==> src/rtl/valid_ready_pipe_pkg.sv <==
// Shared constants and helpers for the valid/ready register pipe.
package valid_ready_pipe_pkg;

    localparam int DEF_WIDTH = 16;
    localparam int DEF_DEPTH = 2;
    // Upper bound on DEPTH supported by the occupancy popcount.
    localparam int MAX_DEPTH = 32;

    function automatic int unsigned count_ones(input logic [MAX_DEPTH-1:0] v);
        int unsigned n;
        n = 0;
        for (int i = 0; i < MAX_DEPTH; i++) begin
            if (v[i]) n++;
        end
        return n;
    endfunction

endpackage

==> src/rtl/valid_ready_pipe_stage.sv <==
// One pipe stage: valid bit plus payload with load enable and valid-clear.
module pipe_stage
    import valid_ready_pipe_pkg::*;
#(
    parameter int WIDTH = DEF_WIDTH
) (
    input  logic             clk,
    input  logic             reset,
    input  logic             clear,
    input  logic             load,
    input  logic             src_vld,
    input  logic [WIDTH-1:0] src_dat,
    output logic             vld,
    output logic [WIDTH-1:0] dat
);

    always_ff @(posedge clk) begin
        if (!reset) begin
            vld <= 1'b0;
            dat <= '0;
        end else begin
            if (clear)
                vld <= 1'b0;
            else if (load)
                vld <= src_vld;
            // Payload only moves with a real entry, so a bubble never overwrites it.
            if (load && src_vld && !clear)
                dat <= src_dat;
        end
    end

endmodule

==> src/rtl/valid_ready_pipe.sv <==
// DEPTH-stage register pipe with a combinational ready chain, flush and occupancy count.
module valid_ready_pipe
    import valid_ready_pipe_pkg::*;
#(
    parameter  int WIDTH = DEF_WIDTH,
    parameter  int DEPTH = DEF_DEPTH,
    localparam int CNT_W = $clog2(DEPTH + 1)
) (
    input  logic             clk,
    input  logic             reset,
    input  logic             flush,
    input  logic             in_valid,
    output logic             in_ready,
    input  logic [WIDTH-1:0] in_data,
    output logic             out_valid,
    input  logic             out_ready,
    output logic [WIDTH-1:0] out_data,
    output logic [CNT_W-1:0] occupancy
);

    logic [DEPTH-1:0]            vld;
    logic [DEPTH-1:0]            src_vld;
    logic [DEPTH-1:0]            vld_next;
    logic [DEPTH-1:0][WIDTH-1:0] dat;
    logic [DEPTH-1:0][WIDTH-1:0] src_dat;
    logic [DEPTH:0]              rdy;

    // A stage can take new data if it is empty or its occupant moves on this cycle.
    always_comb begin
        rdy        = '0;
        rdy[DEPTH] = out_ready;
        for (int i = DEPTH - 1; i >= 0; i--)
            rdy[i] = ~vld[i] | rdy[i+1];
    end

    always_comb begin
        src_vld    = '0;
        src_dat    = '0;
        src_vld[0] = in_valid;
        src_dat[0] = in_data;
        for (int i = 1; i < DEPTH; i++) begin
            src_vld[i] = vld[i-1];
            src_dat[i] = dat[i-1];
        end
    end

    always_comb begin
        vld_next = '0;
        for (int i = 0; i < DEPTH; i++)
            vld_next[i] = flush ? 1'b0 : (rdy[i] ? src_vld[i] : vld[i]);
    end

    for (genvar i = 0; i < DEPTH; i++) begin : g_stage
        pipe_stage #(.WIDTH(WIDTH)) u_stage (
            .clk     (clk),
            .reset   (reset),
            .clear   (flush),
            .load    (rdy[i]),
            .src_vld (src_vld[i]),
            .src_dat (src_dat[i]),
            .vld     (vld[i]),
            .dat     (dat[i])
        );
    end

    // Registered alongside the stages so it always matches the valid bits after the edge.
    always_ff @(posedge clk) begin
        if (!reset)
            occupancy <= '0;
        else
            occupancy <= CNT_W'(count_ones(MAX_DEPTH'(vld_next)));
    end

    assign in_ready  = rdy[0] & ~flush;
    assign out_valid = vld[DEPTH-1] & ~flush;
    assign out_data  = dat[DEPTH-1];

endmodule

==> config.mk <==
export PLATFORM = sky130hd
export DESIGN_NAME = valid_ready_pipe
export DESIGN_NICKNAME = d
export VERILOG_FILES = /design/src/rtl/valid_ready_pipe_pkg.sv /design/src/rtl/valid_ready_pipe_stage.sv /design/src/rtl/valid_ready_pipe.sv
export SDC_FILE = /design/constraint.sdc
export NUM_CORES = 1
export LEC_CHECK = 0
export BUFFER_PORTS_ARGS = -buffer_cell sky130_fd_sc_hd__buf_4
export CAP_MARGIN = 20
export CELL_PAD_IN_SITES_DETAIL_PLACEMENT = 1
export CELL_PAD_IN_SITES_GLOBAL_PLACEMENT = 1
export CORE_ASPECT_RATIO = 0.75
export CORE_MARGIN = 4
export CORE_UTILIZATION = 38
export CTS_CLUSTER_SIZE = 12
export DETAILED_ROUTE_END_ITERATION = 16
export PLACE_DENSITY_LB_ADDON = 0.1
export SKIP_CTS_REPAIR_TIMING = 1
export SYNTH_ARGS = -nofsm -noshare
export SYNTH_HDL_FRONTEND = slang
export SYNTH_HIERARCHICAL = 1
export SYNTH_SLANG_ARGS = --single-unit
==> constraint.sdc <==
create_clock -name clk -period 1.7 [get_ports clk]
set_input_delay 0.34 -clock clk [delete_from_list [all_inputs] [get_ports clk]]
set_output_delay 0.34 -clock clk [all_outputs]
set_load 0.02 [all_outputs]
Word-level counts from Yosys, hierarchy flattened
Index checks and enable logic that the tools add are counted.
Widths: inputs -> output; s select.
{"block": "op_classes", "muxes": 7, "n_mul": 0, "add_sub_neg": 1, "reduce_logical": 5, "eq_ne": 0, "shifts": 0, "order_cmp": 0, "n_div": 0, "n_bitwise": 7}
{"cell": "$mux 1", "n": 5}
{"cell": "$logic_and 1x1->1", "n": 4}
{"cell": "$mux 2", "n": 2}
{"cell": "$not 1->1", "n": 3}
{"cell": "$add 2x1->2 const B", "n": 1}
{"cell": "$and 1x1->1", "n": 2}
{"cell": "$or 1x1->1", "n": 2}
{"cell": "$logic_not 1->1", "n": 1}
{"block": "word_totals", "output_inout_bits": 20, "rom_bits": 0, "inputBits": 21, "mem_count": 0, "regBits": 36, "latch_bits": 0, "ramBits": 0, "word_cells": 25}

Longest topological paths before layout
Gate-level depths: netlist of the first run.
{"block": "depth", "depth_word": 9, "ltp_mapped": 6, "depth_no_buf": 4}

Modules after synthesis
The synthesis of the first run kept the hierarchy.
{"mod": "pipe_stage", "area_per_inst_um2": 696.9, "instances": 2, "cells_per_inst": 74, "seq_area_each_um2": 340.3}
{"mod": "valid_ready_pipe", "area_per_inst_um2": 108.9, "instances": 1, "cells_per_inst": 14, "seq_area_each_um2": 40.0}

Worst setup path before layout of the first run
No wires, ideal clock.
{"block": "synth_timing", "kind": "input port to flip-flop", "from": "in out_ready", "to": "reg g_stage[0].u_stage.dat[0]", "n_path_buf": 2, "cell_stages": 6, "setup_time_ps": 118, "arrival_ps": 1208, "required_time_ps": 1582, "setup_slack_ps": 374, "cell_sequence": "and2b_1 -> nand2_1 -> and3b_1 -> buf_6 -> buf_12 -> mux2i_1"}
{"block": "synth_via", "elab_chain_len": 4}
{"item": "from (decl)", "line": "valid_ready_pipe.sv:16", "source": "input logic out_ready,"}
{"item": "$or 1x1->1 (2 in series)", "line": "valid_ready_pipe.sv:33", "source": "rdy[i] = ~vld[i] | rdy[i+1];"}
{"item": "net rdy[0]", "line": "valid_ready_pipe.sv:26", "source": "logic [DEPTH:0] rdy;"}
{"item": "$logic_and 1x1->1 (2 in series)", "line": "valid_ready_pipe_stage.sv:27", "source": "if (load && src_vld && !clear)"}
{"item": "to (signal assigned)", "line": "valid_ready_pipe_stage.sv:28", "source": "dat <= src_dat;"}
{"item": "to (decl)", "line": "valid_ready_pipe_stage.sv:14", "source": "output logic [WIDTH-1:0] dat"}
The timed path passes the listed nets, and every way through them passes these cells.
A chain may end at the register's enable or synchronous reset.

Worst setup path in the final report of the first run
{"block": "layout_timing", "from": "reg g_stage[1].u_stage.vld", "to": "out in_ready"}
{"block": "layout_via", "elab_chain_len": 4}
{"item": "from (decl)", "line": "valid_ready_pipe_stage.sv:13", "source": "output logic vld,"}
{"item": "from (signal assigned)", "line": "valid_ready_pipe_stage.sv:25", "source": "vld <= src_vld;"}
{"item": "$not 1->1", "line": "valid_ready_pipe.sv:33"}
{"item": "$or 1x1->1 (2 in series)", "line": "valid_ready_pipe.sv:33"}
{"item": "$and 1x1->1", "line": "valid_ready_pipe.sv:74", "source": "assign in_ready = rdy[0] & ~flush;"}
{"item": "to (decl)", "line": "valid_ready_pipe.sv:13", "source": "output logic in_ready,"}
No other way between the ends.

==> results.toml, run 1 <==
[final_layout]
fin_nets = 221
drive_gt1_share_pct = 24.9
mostFrequentLayoutCells = "67 x nand2_1, 42 x buf_4, 36 x dfxtp_1, 34 x mux2i_1, 6 x clkbuf_8"
fin_area_um2 = 1890
antenna_cells = 0
syn2layout_area_growth_pct = 26.0
final_util_pct = 50.7
final_common_cell = "nand2_1"

[grt]
antenna_found_initial = 0
overflow = 0
grt_pass1_vias = 1170
grt_use_total_pct = 14.6
grt_first_pass_wirelength_mm = 5.71
grt_max_degree = 43

[worst_setup_path]
critPathLaunchType = "flip-flop"
slowest_delay_ps = 320
worstPathRequired_ps = 1360
critPathArrivalTime_ps = 1140
critPathKind = "reg2out"
worst-path-buf-inv = 1
cp-end-kind = "output port"
rrSetupSlack_ps = 310
crit_family = "flip-flops"
worst_path_max_delay_cell = "dfxtp_1"
worstPathCellList = "and2b_1 > a21oi_1 > buf_4"
critPathMaxFanout = 5

[floorplan]
die_w_um = 80.6
die_y_um = 62.5
num_io_pins = 41
rows = 19
initial_core_util_pct = 40.3
core-area_um2 = 3730
design.die.area_um2 = 5030

[route]
drtIter0Drc = 55
drc = 0
viasPerCell = 4.46
antenna_left = 0
wl_per_cell_um = 13.4
first_pass_iters = 4
wirelength_mm = 3.39
route.vias.total = 1129

[power]
swShare_pct = 22.7
comb_power_share_pct = 9.2
power.switching_uw = 375
totalPowerFinal_uw = 1650
p_seq_share_pct = 53.6
power_density_nw_per_um2 = 871
p_leak_uw = 0.000792
ir_worst_vdd_v = 0.000455
power.clock.fraction_pct = 37.2
p_int_uw = 1270

[logic_synthesis]
synthDistinctLibCells = 16
syn_area_um2 = 1500
yosys.area.top_type = "dfxtp_1"
syn_inst = 162
synth_fp_nets = 183
yosys_warnings = 6
synth_seq_cells = 36
ys_top_cells_by_area = "dfxtp_1 48%, mux2i_1 23%, nand2_1 17%"
synth-seq-area-share_pct = 48.0
synth_top_cell_area_share_pct = 48.0
avgSynthCellArea_um2 = 9.28

[timing]
rsz0062_at_grt = "false"
relSlewSlack_pct = 82.0
drv_slew = 0
fmax_ghz = 0.675
setup-violations-final = 0
tns_ps = 0
finalCriticalPeriod_ps = 1480
fin_skew_ps = 3.02
finalCritPeriodShare_pct = 87.2
layout_setup_ws_ps = 218
worst_slew_pin_slew_ps = 270
hold_viol_final = 0

[job]
drv_cap = 0

[placed_design]
hpwl_mm = 2.59
placed_cell_area_um2 = 1800
portBuffers = 40
pre_cts_slack_ps = 191
gp_congestion = 0.714

[clock_network]
cts_buffers = 5
clock-sinks = 36
cts_tree = "done"
clock_path_buffers = 2
h-tree-depth = 2
clkTransAtPathRegs_ps = 70
cts_root_buf = "clkbuf_8"
insertion_delay_ps = 280

[status]
status = "finished, final reports clean"

[hold_path]
hold_path_class = "in2reg"
## synth_stat cells
library cell,n
buf_6,2
a21oi_1,3
and3b_1,2
inv_1,1
buf_12,2
nor3b_1,2
nand2_1,67
nand2b_1,1
dfxtp_1,36
nor2b_1,1
clkbuf_1,2
or2_1,1
mux2i_1,34
buf_2,6
and2b_1,1
nor3b_2,1
## stage by stage
| step | instances | hold slack, ps |
|---|---|---|
| final | 253 | 269 |
| after global routing | 253 | 259 |
| after CTS | 253 | 254 |
| after detailed placement | 245 | 451 |
| after global placement | 245 | 443 |
| after floorplan | 162 | 416 |
## power groups by stage
stage               logic, µW  clock network [µW]  registers, µW
floorplan                95.6                   0            902
global placement          147                   0            903
detailed placement        154                   0            903
CTS                       154                 635            884
global route              169                 681            886
finish                    152                 613            884
## kinds of logic after synthesis
group,count (synthesis),share of synthesized area [%]
AOI/OAI and AO/OA,3,0.999
buffers and inverters,13,6.91
DFF,36,48.0
muxes,34,22.6
and+or+nand+nor,76,21.5
## sequential cells by signal, summed over array words and instances, names as in the netlist
signal	cells
g_stage.u_stage/vld	2
occupancy	2
g_stage.u_stage/dat	32
## cell type report
| type | count | area (µm²) |
|---|---|---|
| repair buffers | 43 | 335 |
| fillers | 469 | 1840 |
| clock buffers | 8 | 90.1 |
| well taps | 52 | 65.1 |
| flip-flops and latches | 36 | 721 |
| inverters | 1 | 3.75 |
| multi-input cells | 113 | 678 |
## layer usage
metal  part of all wire [%]  GRT usage, %  vias up
met5                      0             0        -
met4                   0.56          4.43        0
met3                    5.5          4.32        2
met2                     40          20.1       30
met1                     54          21.5      498
li1                       -             -      599
## final timing paths
path                                   from                        end  cells past startpoint
hold reg to reg   g_stage[1].u_stage/dat[7]  g_stage[1].u_stage/dat[7]                      2
setup reg to reg     g_stage[1].u_stage/vld  g_stage[1].u_stage/dat[9]                      5
hold / removal                        flush     g_stage[1].u_stage/vld                      2
setup / recovery     g_stage[1].u_stage/vld                   in_ready                      3
(Power assumes the default switching activity.)
==> run 2, diff against run 1 <==
--- a/config.mk
+++ b/config.mk
@@ -5,15 +5,15 @@
 export SDC_FILE = /design/constraint.sdc
 export NUM_CORES = 1
 export LEC_CHECK = 0
-export BUFFER_PORTS_ARGS = -buffer_cell sky130_fd_sc_hd__buf_4
 export CAP_MARGIN = 20
 export CELL_PAD_IN_SITES_DETAIL_PLACEMENT = 1
 export CELL_PAD_IN_SITES_GLOBAL_PLACEMENT = 1
 export CORE_ASPECT_RATIO = 0.75
 export CORE_MARGIN = 4
-export CORE_UTILIZATION = 38
+export CORE_UTILIZATION = 45
 export CTS_CLUSTER_SIZE = 12
 export DETAILED_ROUTE_END_ITERATION = 16
+export DONT_BUFFER_PORTS = 1
 export PLACE_DENSITY_LB_ADDON = 0.1
 export SKIP_CTS_REPAIR_TIMING = 1
 export SYNTH_ARGS = -nofsm -noshare
==> run 2 against run 1 <==
Final area fell by 16%; sequential cell count did not move; via count fell by 11%; sequential share of layout area rose by 7.5 points; largest power group unchanged; core utilization rose by 0.95 points; combinational power fell by 46%.
==> results.toml, run 2 (synthesis results as in run 1) <==
[timing]
timing.hold.ws_ps = 119
setup-violations-final = 0
fin_skew_ps = 5.11
relSlewSlack_pct = 70.1
fmax_ghz = 0.644
finalCritPeriodShare_pct = 91.4
hold_viol_final = 0
drv_slew = 0
rsz0062_at_grt = "false"
finalCriticalPeriod_ps = 1550
tns_ps = 0
worst_slew_pin_slew_ps = 450

[hold_path]
hold_path_class = "in2reg"
min_to = "g_stage[1].u_stage/vld"
hold_depth = 1
hp-start = "flush"

[clock_network]
clkTransAtPathRegs_ps = 70
cts_buffers = 5
cts_tree = "done"
clock_path_buffers = 2
insertion_delay_ps = 290
cts_root_buf = "clkbuf_8"
h-tree-depth = 2
clock-sinks = 36

[worst_setup_path]
cp-end-kind = "output port"
worstPathRequired_ps = 1360
critPathArrivalTime_ps = 1210
rr_endpoint = "g_stage[0].u_stage/dat[7]"
r2r-start = "g_stage[1].u_stage/vld"
critPathKind = "reg2out"
startpoint = "g_stage[1].u_stage/vld"
rrSetupSlack_ps = 390
critPathMaxFanout = 5
reg2reg_depth = 5
critPathLaunchType = "flip-flop"

[route]
drtIter0Drc = 45
wl_per_cell_um = 16.1
first_pass_iters = 5
viasPerCell = 5.06
route.vias.total = 1001
wirelength_mm = 3.18
drc = 0
antenna_left = 0

[power]
power_density_nw_per_um2 = 1000
p_int_uw = 1230
p_leak_uw = 0.000590
power.clock.fraction_pct = 38.7
comb_power_share_pct = 5.2
p_seq_share_pct = 56.1
power.switching_uw = 352
ir_worst_vdd_v = 0.000530
swShare_pct = 22.2

[final_layout]
final_util_pct = 51.7
fillers = 364
drive_gt1_share_pct = 6.88
mostFrequentLayoutCells = "67 x nand2_1, 36 x dfxtp_1, 34 x mux2i_1, 6 x clkbuf_8, 3 x a21oi_1"
top_register = "g_stage.u_stage/dat"
syn2layout_area_growth_pct = 5.33
final_common_cell = "nand2_1"
top_regs = "g_stage.u_stage/dat: 32 flops, g_stage.u_stage/vld: 2 flops, occupancy: 2 flops"
antenna_cells = 0
largest_register_ffs = 32
fin_nets = 180

[floorplan]
initial_core_util_pct = 49.1
design.die.area_um2 = 4340
core-area_um2 = 3060
die_y_um = 58.0
rows = 17
die_w_um = 74.7
num_io_pins = 41

[grt]
overflow = 0
grt_max_degree = 68
grt_pass1_vias = 1064
grt_use_total_pct = 16.7
antenna_found_initial = 0
grt_first_pass_wirelength_mm = 5.24

[placed_design]
hpwl_mm = 2.28
gp_congestion = 0.754
portBuffers = 0

[status]
status = "finished, final reports clean"

[job]
drv_cap = 0
## run 2: power by group through the flow
stage	logic [µW]	registers, µW	clock network [µW]
3_3_place_gp	78.5	906	0
4_1_cts	82.8	889	641
5_1_grt	91.4	892	677
3_5_place_dp	82.8	908	0
6_report	81.8	889	614
2_1_floorplan	95.6	902	0
## run 2: layout make-up
class	count	area, µm²	share of cell area (%)
tap	38	47.5	3.00
inverter	1	3.75	0.237
sequential	36	721	45.5
clock inverter	2	10.0	0.632
timing repair buffer	2	40.0	2.53
multi-input combinational	113	678	42.8
clock buffer	6	82.6	5.22
## run 2: critical path, stage by stage, from the launching register on
cell and delay [ps]:
dfxtp_1 320, and2b_1 200, a21oi_1 410
## run 2: worst max path at each step
stage / to / depth (start not counted)
floorplan: g_stage[0].u_stage/dat[0] / 6
global placement: in_ready / 2
detailed placement: g_stage[0].u_stage/dat[7] / 5
CTS: in_ready / 2
global route: in_ready / 2
finish: in_ready / 2
## run 2: stage by stage
stage               worst slack, ps  area (µm²)  power [µW]  cells
floorplan                       374        1500         997    162
global placement                415        1490         985    190
detailed placement              343        1490         991    190
CTS                             128        1580        1610    198
global route                   45.5        1580        1660    198
finish                          147        1580        1580    198
## run 2: metal layers
metal | GRT usage, % | share of wire, % | vias to the layer above
met1 | 24.1 | 50 | 445
met5 | 0 | 0 | -
met3 | 6.41 | 8.5 | 8
li1 | - | - | 514
met2 | 21.3 | 39 | 34
met4 | 8.38 | 2.3 | 0
